File: src/rtl/hci_mem_req_spill_if.sv
// HCI TCDM request/response bundle shared by the
// interconnect side and the memory side.
interface hci_mem_intf #(
  parameter int unsigned AW = 32,
  parameter int unsigned DW = 32,
  parameter int unsigned BW = 8,
  parameter int unsigned IW = 8,
  parameter int unsigned UW = 1
);
  localparam int unsigned BEW = DW / BW;

  logic           req;
  logic           gnt;
  logic [AW-1:0]  add;
  logic           wen;
  logic [DW-1:0]  data;
  logic [BEW-1:0] be;
  logic [IW-1:0]  id;
  logic [UW-1:0]  user;
  logic [DW-1:0]  r_data;
  logic [IW-1:0]  r_id;
  logic [UW-1:0]  r_user;

  modport initiator (
    output req, add, wen, data, be, id, user,
    input  gnt, r_data, r_id, r_user
  );

  modport target (
    input  req, add, wen, data, be, id, user,
    output gnt, r_data, r_id, r_user
  );
endinterface

File: src/rtl/hci_mem_req_spill.sv
// Two-entry spill buffer on the HCI request path;
// registers fields and grant, emits a response strobe.
module hci_mem_req_spill #(
  parameter int unsigned AW = 32,
  parameter int unsigned DW = 32,
  parameter int unsigned BW = 8,
  parameter int unsigned IW = 8,
  parameter int unsigned UW = 1
) (
  input  logic           clk_i,
  input  logic           clear_i,
  hci_mem_intf.target    tcdm_target,
  output logic           tcdm_r_valid_o,
  hci_mem_intf.initiator tcdm_initiator,
  output logic [1:0]     occupancy_o
);
  localparam int unsigned BEW = DW / BW;

  typedef struct packed {
    logic [AW-1:0]  add;
    logic           wen;
    logic [DW-1:0]  data;
    logic [BEW-1:0] be;
    logic [IW-1:0]  id;
    logic [UW-1:0]  user;
  } entry_t;

  entry_t     ent_q [2];
  entry_t     wr_ent;
  entry_t     head;
  logic       wr_ptr_q;
  logic       rd_ptr_q;
  logic [1:0] cnt_q;
  logic [1:0] cnt_d;
  logic       r_valid_q;
  logic       up_gnt;
  logic       dn_req;
  logic       push;
  logic       pop;

  // Grant depends on the count register only.
  assign up_gnt = ~cnt_q[1];
  assign dn_req = |cnt_q;
  assign push   = tcdm_target.req & up_gnt;
  assign pop    = dn_req & tcdm_initiator.gnt;

  assign wr_ent = '{
    add:  tcdm_target.add,
    wen:  tcdm_target.wen,
    data: tcdm_target.data,
    be:   tcdm_target.be,
    id:   tcdm_target.id,
    user: tcdm_target.user
  };

  assign head = ent_q[rd_ptr_q];

  always_comb begin
    cnt_d = cnt_q;
    unique case (1'b1)
      push && !pop: cnt_d = cnt_q + 2'd1;
      pop && !push: cnt_d = cnt_q - 2'd1;
      default: ;
    endcase
  end

  always_ff @(posedge clk_i) begin
    if (clear_i) begin
      cnt_q     <= 2'd0;
      wr_ptr_q  <= 1'b0;
      rd_ptr_q  <= 1'b0;
      r_valid_q <= 1'b0;
    end else begin
      cnt_q     <= cnt_d;
      r_valid_q <= pop;
      if (push) wr_ptr_q <= ~wr_ptr_q;
      if (pop)  rd_ptr_q <= ~rd_ptr_q;
    end
  end

  always_ff @(posedge clk_i) begin
    if (push) ent_q[wr_ptr_q] <= wr_ent;
  end

  assign tcdm_target.gnt    = up_gnt;
  assign tcdm_target.r_data = tcdm_initiator.r_data;
  assign tcdm_target.r_id   = tcdm_initiator.r_id;
  assign tcdm_target.r_user = tcdm_initiator.r_user;

  assign tcdm_initiator.req  = dn_req;
  assign tcdm_initiator.add  = head.add;
  assign tcdm_initiator.wen  = head.wen;
  assign tcdm_initiator.data = head.data;
  assign tcdm_initiator.be   = head.be;
  assign tcdm_initiator.id   = head.id;
  assign tcdm_initiator.user = head.user;

  assign tcdm_r_valid_o = r_valid_q;
  assign occupancy_o    = cnt_q;
endmodule

File: src/flat_wrapper.sv
// flat-port wrapper written by rule: the top's interface ports become plain ports
module hci_mem_req_spill_flat 
#(
  parameter int unsigned AW = 32,
  parameter int unsigned DW = 32,
  parameter int unsigned BW = 8,
  parameter int unsigned IW = 8,
  parameter int unsigned UW = 1
)
  (clk_i, clear_i, tcdm_r_valid_o, occupancy_o, tcdm_target_req, tcdm_target_add, tcdm_target_wen, tcdm_target_data, tcdm_target_be, tcdm_target_id, tcdm_target_user, tcdm_target_gnt, tcdm_target_r_data, tcdm_target_r_id, tcdm_target_r_user, tcdm_initiator_req, tcdm_initiator_add, tcdm_initiator_wen, tcdm_initiator_data, tcdm_initiator_be, tcdm_initiator_id, tcdm_initiator_user, tcdm_initiator_gnt, tcdm_initiator_r_data, tcdm_initiator_r_id, tcdm_initiator_r_user);
  hci_mem_intf #(.AW(AW), .DW(DW), .BW(BW), .IW(IW), .UW(UW)) tcdm_target_i ();
  hci_mem_intf #(.AW(AW), .DW(DW), .BW(BW), .IW(IW), .UW(UW)) tcdm_initiator_i ();
  input  logic clk_i;
  input  logic clear_i;
  output logic tcdm_r_valid_o;
  output logic [1:0] occupancy_o;
  input wire logic [$bits(tcdm_target_i.req)-1:0] tcdm_target_req;
  input wire logic [$bits(tcdm_target_i.add)-1:0] tcdm_target_add;
  input wire logic [$bits(tcdm_target_i.wen)-1:0] tcdm_target_wen;
  input wire logic [$bits(tcdm_target_i.data)-1:0] tcdm_target_data;
  input wire logic [$bits(tcdm_target_i.be)-1:0] tcdm_target_be;
  input wire logic [$bits(tcdm_target_i.id)-1:0] tcdm_target_id;
  input wire logic [$bits(tcdm_target_i.user)-1:0] tcdm_target_user;
  output wire logic [$bits(tcdm_target_i.gnt)-1:0] tcdm_target_gnt;
  output wire logic [$bits(tcdm_target_i.r_data)-1:0] tcdm_target_r_data;
  output wire logic [$bits(tcdm_target_i.r_id)-1:0] tcdm_target_r_id;
  output wire logic [$bits(tcdm_target_i.r_user)-1:0] tcdm_target_r_user;
  output wire logic [$bits(tcdm_initiator_i.req)-1:0] tcdm_initiator_req;
  output wire logic [$bits(tcdm_initiator_i.add)-1:0] tcdm_initiator_add;
  output wire logic [$bits(tcdm_initiator_i.wen)-1:0] tcdm_initiator_wen;
  output wire logic [$bits(tcdm_initiator_i.data)-1:0] tcdm_initiator_data;
  output wire logic [$bits(tcdm_initiator_i.be)-1:0] tcdm_initiator_be;
  output wire logic [$bits(tcdm_initiator_i.id)-1:0] tcdm_initiator_id;
  output wire logic [$bits(tcdm_initiator_i.user)-1:0] tcdm_initiator_user;
  input wire logic [$bits(tcdm_initiator_i.gnt)-1:0] tcdm_initiator_gnt;
  input wire logic [$bits(tcdm_initiator_i.r_data)-1:0] tcdm_initiator_r_data;
  input wire logic [$bits(tcdm_initiator_i.r_id)-1:0] tcdm_initiator_r_id;
  input wire logic [$bits(tcdm_initiator_i.r_user)-1:0] tcdm_initiator_r_user;
  assign tcdm_target_i.req = tcdm_target_req;
  assign tcdm_target_i.add = tcdm_target_add;
  assign tcdm_target_i.wen = tcdm_target_wen;
  assign tcdm_target_i.data = tcdm_target_data;
  assign tcdm_target_i.be = tcdm_target_be;
  assign tcdm_target_i.id = tcdm_target_id;
  assign tcdm_target_i.user = tcdm_target_user;
  assign tcdm_target_gnt = tcdm_target_i.gnt;
  assign tcdm_target_r_data = tcdm_target_i.r_data;
  assign tcdm_target_r_id = tcdm_target_i.r_id;
  assign tcdm_target_r_user = tcdm_target_i.r_user;
  assign tcdm_initiator_req = tcdm_initiator_i.req;
  assign tcdm_initiator_add = tcdm_initiator_i.add;
  assign tcdm_initiator_wen = tcdm_initiator_i.wen;
  assign tcdm_initiator_data = tcdm_initiator_i.data;
  assign tcdm_initiator_be = tcdm_initiator_i.be;
  assign tcdm_initiator_id = tcdm_initiator_i.id;
  assign tcdm_initiator_user = tcdm_initiator_i.user;
  assign tcdm_initiator_i.gnt = tcdm_initiator_gnt;
  assign tcdm_initiator_i.r_data = tcdm_initiator_r_data;
  assign tcdm_initiator_i.r_id = tcdm_initiator_r_id;
  assign tcdm_initiator_i.r_user = tcdm_initiator_r_user;
  hci_mem_req_spill #(.AW(AW), .DW(DW), .BW(BW), .IW(IW), .UW(UW)) u_core (.clk_i(clk_i), .clear_i(clear_i), .tcdm_target(tcdm_target_i), .tcdm_r_valid_o(tcdm_r_valid_o), .tcdm_initiator(tcdm_initiator_i), .occupancy_o(occupancy_o));
endmodule
File: config.mk
export PLATFORM = sky130hd
export DESIGN_NAME = hci_mem_req_spill_flat
export DESIGN_NICKNAME = d
export VERILOG_FILES = /design/src/rtl/hci_mem_req_spill_if.sv /design/src/rtl/hci_mem_req_spill.sv /design/src/flat_wrapper.sv
export SDC_FILE = /design/constraint.sdc
export NUM_CORES = 1
export LEC_CHECK = 0
export CAP_MARGIN = 5
export CORE_ASPECT_RATIO = 1.5
export CORE_MARGIN = 1
export CORE_UTILIZATION = 50
export DETAILED_ROUTE_END_ITERATION = 8
export DONT_BUFFER_PORTS = 1
export SYNTH_ARGS = -nofsm -noshare
export SYNTH_HDL_FRONTEND = slang
export SYNTH_SLANG_ARGS = --single-unit
File: constraint.sdc
create_clock -name clk_i -period 5.2 [get_ports clk_i]
set_clock_uncertainty 0.1 [all_clocks]
set_input_delay 0.26 -clock clk_i [delete_from_list [all_inputs] [get_ports clk_i]]
set_output_delay 0.26 -clock clk_i [all_outputs]
set_load 0.05 [all_outputs]
==> impl_metrics.yaml, run 1 <==
status:
  status: "complete, no violations"
clocking:
  cts.sinks: 162
  clkTransAtPathRegs_ps: 60
  clockBufferDepth: 2
  ctsResizeCount: 0
  post_cts_buffers: 0
  clockRootBuffer: "clkbuf_16"
  cts_buffers: 17
  clock_latency_ps: 410
  cts_tree: "yes"
  htreeDepth: 4
cells_and_area:
  multiInputGateArea_mm2: 0.00100
  final-seq-area_mm2: 0.00481
  syn2layout_area_growth_pct: 20.0
  drive_gt1_frac: 0.296
  fill_cells: 878
  final_cell_area_mm2: 0.00741
  finalNetCount: 484
routing:
  viasPerCell: 5.22
  wl_per_cell_um: 18.9
  final_antenna_net_count: 0
  wirelength_um: 9990
  dr_total_vias: 2758
  detail_route.iter0.violations: 124
  drt-pass1-iter-count: 6
  drc: 0
setup_path:
  reg2reg_depth: 2
  r2r-start: "u_core.occupancy_o[1]$_SDFFE_PP0P_"
  crit_slowest_cell: "and3_4"
  slowest_delay_ps: 970
  path_delay_family: "simple AND/OR/NAND/NOR gates"
  worstPathMaxFanout: 78
  critical_path_arrival_ps: 2460
  path_depth: 2
  worst_ep_required_time_ps: 5120
  path_buf_inv: 1
  path_cells: "inv_1 -> and3_4"
  worstSetupStartpointType: "flip-flop"
  end_kind: "flip-flop"
  critPathLaunch: "u_core.occupancy_o[1]$_SDFFE_PP0P_"
  critPathKind: "flip-flop to flip-flop"
placement:
  place_congestion: 0.685
  hpwl_um: 6040
  portBuffers: 0
  placed_cell_area_mm2: 0.00602
  pre_cts_slack_ps: 2660
min_path:
  hold_path_class: "input pin to flip-flop"
  min_from: "tcdm_initiator_gnt"
  whs_path_depth: 2
sta:
  final_hold_viol_count: 0
  fin_crit_ps: 2540
  relSlewSlack: 0.264
  setup_violations: 0
  setup_slack_ps: 2660
  holdWs_ps: 20.8
  rsz0062_at_grt: "false"
  slew_viol_final: 0
  fin_setup_tns_ps: 0
  tightest_slew_ps: 1100
  maxClockFrequency_mhz: 394
  period_share: 0.488
global_route:
  grt_pass1_vias: 2906
  grt_first_pass_wirelength_um: 15300
  grt_max_degree: 79
  grt_overflow_total: 0
  antenna_found_initial: 2
  grt_usage: 0.164
logic_synthesis:
  synthMuxAreaShare: 0.142
  synth_fa_ha_area_frac: 0.00203
  syn-cell-area_mm2: 0.00617
  synth_seq_cells: 162
  synth_simple_gate_area_frac: 0.00770
  synth_cell_type_count: 18
  postSynthAreaPerCell_um2: 19.9
  syn_nets: 434
  ys_warn_count: 0
  ys_seq_area_frac: 0.778
  synth_top_family_by_area: "multiplexers"
  syn_inst: 310
  synth_xor_xnor_area_share: 0.00568
  synth_compound_area_frac: 0.00243
power_and_ir_drop:
  p_per_area_mw_per_mm2: 612
  irDropWorstVdd_v: 0.000439
  cellLeakagePower_nw: 2.48
flow_run:
  cap_violations: 0
die:
  die-area_mm2: 0.0128
  initial_core_util: 0.514
  die_w_um: 92.7
  fp.dieH_um: 138
  ios: 247
  fp.coreArea_mm2: 0.0120
  row_count: 49
kinds of logic (layout without fill, tap and decap cells):
family / after synthesis / count (layout)
xor+xnor: 4 / 4
mux: 78 / 78
fa+ha+maj: 1 / 1
compound gates: 3 / 3
simple gates: 10 / 10
flops: 162 / 162
buf+inv: 52 / 114
other cells: 0 / 3
synthesized netlist by cell type:
library cell	instances	area, um^2
and3_1	1	6.26
mux2_1	2	22.5
xor2_1	3	26.3
edfxtp_1	156	4680
a21oi_1	1	5.00
or2_2	1	6.26
ha_1	1	12.5
buf_4	41	308
buf_2	6	30.0
dfxtp_1	6	120
or3_1	1	6.26
xnor2_1	1	8.76
mux2_2	76	856
inv_1	2	7.51
buf_6	3	33.8
nand2b_1	1	6.26
o21ai_0	2	10.0
nor2_1	6	22.5
path summary, 6_finish.rpt:
check	end	slack [ps]
min	u_core.tcdm_r_valid_o$_SDFF_PP0_	20
max	u_core.ent_q[1][68]$_DFFE_PP_	2660
max reg2reg	u_core.ent_q[1][68]$_DFFE_PP_	2660
min reg2reg	u_core.rd_ptr_q$_SDFFE_PP0P_	410
final cells by class:
cell class                      count  share of cell area
Timing Repair Buffer               81               0.109
Inverter                            2             0.00101
Tap cell                          153              0.0258
Clock inverter                     14              0.0218
Sequential cell                   162               0.649
Antenna cell                        3             0.00101
Clock buffer                       17              0.0574
Multi-Input combinational cell     96               0.135
state kept, by name, summed over array words and instances (netlist names), named ones only:
name	flops
u_core.tcdm_r_valid_o	1
u_core.rd_ptr_q	1
u_core.wr_ptr_q	1
u_core.occupancy_o	2
u_core.ent_q	156
stage by stage:
stage | power (mW) | cells | utilization
2_1_floorplan | 3.27 | 310 | -
3_3_place_gp | 3.29 | 415 | 0.501
3_5_place_dp | 3.31 | 415 | 0.501
4_1_cts | 4.59 | 525 | 0.616
5_1_grt | 4.70 | 527 | 0.616
6_report | 4.54 | 528 | 0.617
cells in the final DEF (no fill, tap or decap):
master,count
o21ai_0,2
clkinv_4,1
a21oi_1,1
xnor2_1,1
dlygate4sd3_1,79
or3_1,1
nor2_4,1
dfxtp_4,1
mux2_1,2
or2_2,1
inv_1,2
clkbuf_16,17
edfxtp_1,156
diode_2,3
clkinv_1,3
buf_4,2
and3_4,1
bufinv_16,3
ha_1,1
clkinv_2,2
nor2_1,5
xor2_1,3
mux2_2,76
clkinvlp_4,2
nand2b_1,1
inv_6,3
dfxtp_1,5
where the power goes:
part | total, mW | internal (mW) | switching [mW]
sequential | 1.88 | 1.71 | 0.172
combinational | 1.43 | 0.323 | 1.11
clock | 1.22 | 0.750 | 0.471
total | 4.54 | 2.78 | 1.75
what timing repair did:
action	in CTS	in global routing
endpoints found under the hold margin	162	0
hold buffers	79	0
endpoints found under the setup margin	0	0
worst reg2reg max path, delay by kind of cell (launching register included):
kind	cells	cell delay (ps)
buffers and inverters	1	460
DFF	1	510
and+or+nand+nor	1	970
metal layers:
metal | vias up | global-route usage | routed length (um) | part of all wire
met5 | - | 0 | 0 | 0
met4 | 0 | 0.0955 | 368 | 0.037
li1 | 1243 | - | - | -
met3 | 36 | 0.0710 | 857 | 0.086
met2 | 127 | 0.278 | 5310 | 0.53
met1 | 1352 | 0.167 | 3450 | 0.35
No activity file was read; power rests on OpenSTA's default activity.
==> run 2: changes to the inputs <==
clock period = 2.56 ns   (was 5.2 ns; I/O delays follow)
==> impl_metrics.yaml, run 2 (same netlist as run 1, synthesis figures left out) <==
setup_path:
  reg2reg_depth: 5
  regToRegEndpoint: "u_core.occupancy_o[1]$_SDFFE_PP0P_"
  r2r_slack_ps: 490
  critPathKind: "flip-flop to output port"
  worst_ep_required_time_ps: 2330
  end_kind: "output port"
  worstPathMaxFanout: 27
  worstSetupStartpointType: "flip-flop"
  r2r-start: "u_core.occupancy_o[1]$_SDFFE_PP0P_"
  critical_path_arrival_ps: 1880
sta:
  final_hold_viol_count: 0
  fin_setup_tns_ps: 0
  rsz0062_at_grt: "false"
  period_share: 0.822
  fin_crit_ps: 2100
  setup_violations: 0
  tightest_slew_ps: 612
  setup_slack_ps: 456
  relSlewSlack: 0.592
  slew_viol_final: 0
  maxClockFrequency_mhz: 475
routing:
  drt-pass1-iter-count: 4
  wl_per_cell_um: 19.1
  detail_route.iter0.violations: 96
  dr_total_vias: 2790
  viasPerCell: 5.22
  wirelength_um: 10200
  drc: 0
  final_antenna_net_count: 0
global_route:
  grt_pass1_vias: 3107
  grt_first_pass_wirelength_um: 15700
  grt_max_degree: 43
  antenna_found_initial: 0
  grt_overflow_total: 0
  grt_usage: 0.167
clocking:
  cts.sinks: 162
  clkTransAtPathRegs_ps: 60
  clockRootBuffer: "clkbuf_16"
  htreeDepth: 4
  clock_latency_ps: 410
  post_cts_buffers: 0
  cts_tree: "yes"
  cts_buffers: 17
  clockBufferDepth: 2
min_path:
  hold_end: "tcdm_target_r_data[14]"
  hold_path_class: "input pin to output port"
  min_from: "tcdm_initiator_r_data[14]"
  whs_path_depth: 0
die:
  die_w_um: 92.7
  ios: 247
  die-area_mm2: 0.0128
  fp.dieH_um: 138
  fp.coreArea_mm2: 0.0120
  initial_core_util: 0.514
  row_count: 49
cells_and_area:
  finalNetCount: 493
  drive_gt1_frac: 0.310
  syn2layout_area_growth_pct: 21.7
  final_cells: 534
  layout_common_cells: "edfxtp_1 (156), dlygate4sd3_1 (82), mux2_2 (76), clkbuf_16 (17)"
  layout_commonest_cell: "edfxtp_1"
  antenna_cells: 0
  regMostFlops: "u_core.ent_q"
  largest_reg_flops: 156
  postLayoutCoreUtil: 0.625
power_and_ir_drop:
  p_per_area_mw_per_mm2: 1240
  irDropWorstVdd_v: 0.000868
  cellLeakagePower_nw: 2.54
  total_power_mw: 9.28
placement:
  hpwl_um: 6330
  portBuffers: 0
  place_congestion: 0.695
  dp.cells: 421
  pre_cts_slack_ps: 498
flow_run:
  cap_violations: 0
status:
  status: "complete, no violations"
[run 2: changes by cell type in the layout (fill, tap and decap cells not counted), sizes merged]
cell         before  now
buf               2    8
bufinv            3    1
clkbuf           17   18
clkinv            6    3
clkinvlp          2    0
diode             3    0
dlygate4sd3      79   82
inv               5   11
[run 2: what timing repair did]
item	CTS	global route
endpoints found under the hold margin	162	0
resized for setup	0	0
hold buffers	82	0
[run 2: how the worst max path moves through the flow]
| stage | end | cells after the start |
|---|---|---|
| after floorplan | u_core.ent_q[1][0]$_DFFE_PP_ | 2 |
| after global placement | u_core.occupancy_o[1]$_SDFFE_PP0P_ | 5 |
| after detailed placement | u_core.occupancy_o[1]$_SDFFE_PP0P_ | 5 |
| after CTS | tcdm_initiator_add[6] | 2 |
| after global routing | tcdm_initiator_add[6] | 2 |
| final | tcdm_initiator_add[22] | 2 |
[run 2: report_power, final]
part / total [mW] / switching [mW] / internal [mW]
Clock: 2.43 / 1.05 / 1.38
Sequential: 3.67 / 0.201 / 3.47
Combinational: 3.18 / 2.43 / 0.747
Total: 9.28 / 3.69 / 5.59
[run 2: per-stage QoR]
stage	cell area (um^2)	hold slack [ps]
CTS	7510	156
global route	7510	156
finish	7510	156
floorplan	6180	97.1
global placement	6120	96.7
detailed placement	6120	93.8
[run 2: final cells by class]
class / count / area, um^2
Timing Repair Buffer: 90 / 931
Clock buffer: 18 / 429
Sequential cell: 162 / 4810
Tap cell: 153 / 191
Inverter: 2 / 7.51
Multi-Input combinational cell: 96 / 1000
Fill cell: 890 / 4500
Clock inverter: 13 / 145
[run 2: layer usage]
metal | GRT usage | vias to the layer above | part of all wire
met5 | 0 | - | 0
met3 | 0.0655 | 40 | 0.071
met4 | 0.0883 | 0 | 0.033
li1 | - | 1258 | -
met1 | 0.156 | 1378 | 0.34
met2 | 0.306 | 114 | 0.56
[run 2: worst max-delay path: stages, from the launching register on]
cell     delay (ps)
dfxtp_4         580
buf_4           310
mux2_1          560
==> run 3: changes to the inputs <==
ABC_AREA = 1   (was default)
clock period = 2.2 ns   (was 2.56 ns; I/O delays follow)
==> impl_metrics.yaml, run 3 <==
die:
  die_w_um: 93.5
  row_count: 49
  fp.dieH_um: 139
  ios: 247
  fp.coreArea_mm2: 0.0121
  initial_core_util: 0.517
  die-area_mm2: 0.0130
setup_path:
  r2r_slack_ps: 470
  path_cells: "buf_12 -> mux2_2"
  path_buf_inv: 1
  worstPathMaxFanout: 29
  reg2reg_depth: 9
  regToRegEndpoint: "u_core.occupancy_o[1]$_SDFFE_PP0P_"
  end_kind: "output port"
  crit_slowest_cell: "dfxtp_4"
  worstSetupStartpointType: "flip-flop"
  critPathKind: "flip-flop to output port"
  worst_ep_required_time_ps: 1990
  slowest_delay_ps: 580
  critical_path_arrival_ps: 1760
  path_delay_family: "flip-flops"
  r2r-start: "u_core.occupancy_o[1]$_SDFFE_PP0P_"
clocking:
  cts.sinks: 162
  htreeDepth: 4
  clock_latency_ps: 400
  clockRootBuffer: "clkbuf_16"
  clkTransAtPathRegs_ps: 60
  cts_buffers: 17
  clockBufferDepth: 2
  post_cts_buffers: 0
  cts_tree: "yes"
sta:
  fin_crit_ps: 1970
  tightest_slew_ps: 486
  fin_setup_tns_ps: 0
  slew_viol_final: 0
  setup_violations: 0
  setup_slack_ps: 226
  holdWs_ps: 27.2
  period_share: 0.897
  maxClockFrequency_mhz: 507
  rsz0062_at_grt: "false"
  relSlewSlack: 0.676
  final_hold_viol_count: 0
min_path:
  hold_end: "u_core.occupancy_o[0]$_SDFFE_PP0P_"
  hold_path_class: "input pin to flip-flop"
  whs_path_depth: 4
  min_from: "tcdm_target_req"
placement:
  portBuffers: 0
  hpwl_um: 7270
  place_congestion: 0.675
  pre_cts_slack_ps: 492
logic_synthesis:
  synth_seq_cells: 162
  syn-cell-area_mm2: 0.00627
  ys_seq_area_frac: 0.766
  ys_top_cells_by_count: "edfxtp_1 (156), mux2_2 (58), buf_4 (41)"
  synthArstFlopShare: 0
  synth_area_leaders: "edfxtp_1 (75%), mux2_2 (10%), buf_4 (4.9%)"
  synth_top_area_cell: "edfxtp_1"
  synth_ff_type: "edfxtp_1"
  synth_cell_type_count: 15
  postSynthAreaPerCell_um2: 19.5
  synth_edf_count: 156
  ys_warn_count: 0
  syn_nets: 446
  synth.most_common_cell: "edfxtp_1"
  syn_inst: 322
  synth_top_area_frac: 0.747
global_route:
  grt_usage: 0.175
  grt_max_degree: 46
  grt_overflow_total: 0
  grt_pass1_vias: 3144
  antenna_found_initial: 0
  grt_first_pass_wirelength_um: 16500
cells_and_area:
  fill_cells: 911
  regMostFlops: "u_core.ent_q"
  finalNetCount: 506
  largest_reg_flops: 156
  layout_commonest_cell: "edfxtp_1"
  postLayoutCoreUtil: 0.630
  syn2layout_area_growth_pct: 22.0
  layout_common_cells: "edfxtp_1 (156), dlygate4sd3_1 (82), mux2_2 (58), mux2_4 (20), clkbuf_16 (17)"
  drive_gt1_frac: 0.304
  antenna_cells: 0
  final-seq-area_mm2: 0.00481
  multiInputGateArea_mm2: 0.00108
routing:
  final_antenna_net_count: 0
  dr_total_vias: 2835
  drc: 0
  viasPerCell: 5.17
  detail_route.iter0.violations: 125
  wirelength_um: 11300
  drt-pass1-iter-count: 4
  wl_per_cell_um: 20.5
power_and_ir_drop:
  total_power_mw: 9.52
  p_per_area_mw_per_mm2: 1240
  irDropWorstVdd_v: 0.000900
  cellLeakagePower_nw: 2.63
flow_run:
  cap_violations: 0
status:
  status: "complete, no violations"
run 3: cell types whose count changed in the layout (fill, tap and decap cells not counted), moves of 4 or more:
| cell | previous run | this run |
|---|---|---|
| mux2_4 | 0 | 20 |
| nand2_1 | 0 | 6 |
| mux2_2 | 76 | 58 |
| inv_1 | 2 | 7 |
| clkinvlp_4 | 0 | 4 |
| inv_6 | 5 | 1 |
run 3: power by group:
| group | internal, mW | total, mW | leakage [nW] | switching [mW] |
|---|---|---|---|---|
| registers | 3.84 | 4.01 | 1.51 | 0.172 |
| clock network | 1.67 | 2.80 | 0.268 | 1.13 |
| logic | 0.711 | 2.71 | 0.855 | 2.00 |
run 3: layer usage:
| metal | GRT usage | up-vias | wire, um |
|---|---|---|---|
| met5 | 0 | - | 0 |
| met4 | 0.101 | 0 | 363 |
| met3 | 0.0488 | 51 | 754 |
| met2 | 0.329 | 121 | 6420 |
| met1 | 0.163 | 1375 | 3710 |
| li1 | - | 1288 | - |
run 3: tightest hold or removal path: stages:
cell and delay, ps:
nand2_4 70, ha_1 120, inv_1 60, a21oi_1 130
run 3: worst max path at each step:
stage	startpoint	end	slack, ps	cells past startpoint
final	flip-flop	tcdm_initiator_add[1]	230	2
after global routing	flip-flop	tcdm_initiator_wen	150	2
after CTS	flip-flop	tcdm_initiator_wen	170	2
after detailed placement	u_core.occupancy_o[1]$_SDFFE_PP0P_	u_core.occupancy_o[1]$_SDFFE_PP0P_	490	9
after global placement	u_core.occupancy_o[1]$_SDFFE_PP0P_	u_core.occupancy_o[1]$_SDFFE_PP0P_	500	9
after floorplan	u_core.occupancy_o[1]$_SDFFE_PP0P_	u_core.ent_q[1][0]$_DFFE_PP_	-260	3
run 3: kinds of logic (layout without fill, tap and decap cells):
| family | Yosys count | in the layout | synth area share |
|---|---|---|---|
| compound gates | 4 | 4 | 0.00319 |
| buf+inv | 58 | 131 | 0.0650 |
| mux | 78 | 78 | 0.152 |
| fa+ha+maj | 1 | 1 | 0.00199 |
| flops | 162 | 162 | 0.766 |
| simple gates | 19 | 19 | 0.0120 |
run 3: through the flow:
step / cells / area, um^2
2_1_floorplan: 322 / 6300
3_3_place_gp: 434 / 6260
3_5_place_dp: 434 / 6260
4_1_cts: 548 / 7650
5_1_grt: 548 / 7650
6_report: 548 / 7650
run 3: what timing repair did:
item,in CTS,in global routing
resized for setup,0,0
endpoints found under the hold margin,162,0
hold buffers,82,0
run 3: layout make-up:
class | count | share of cell area
Sequential cell | 162 | 0.629
Multi-Input combinational cell | 102 | 0.142
Timing Repair Buffer | 91 | 0.126
Clock buffer | 19 | 0.0566
Tap cell | 153 | 0.0250
Clock inverter | 13 | 0.0178
Inverter | 8 | 0.00441
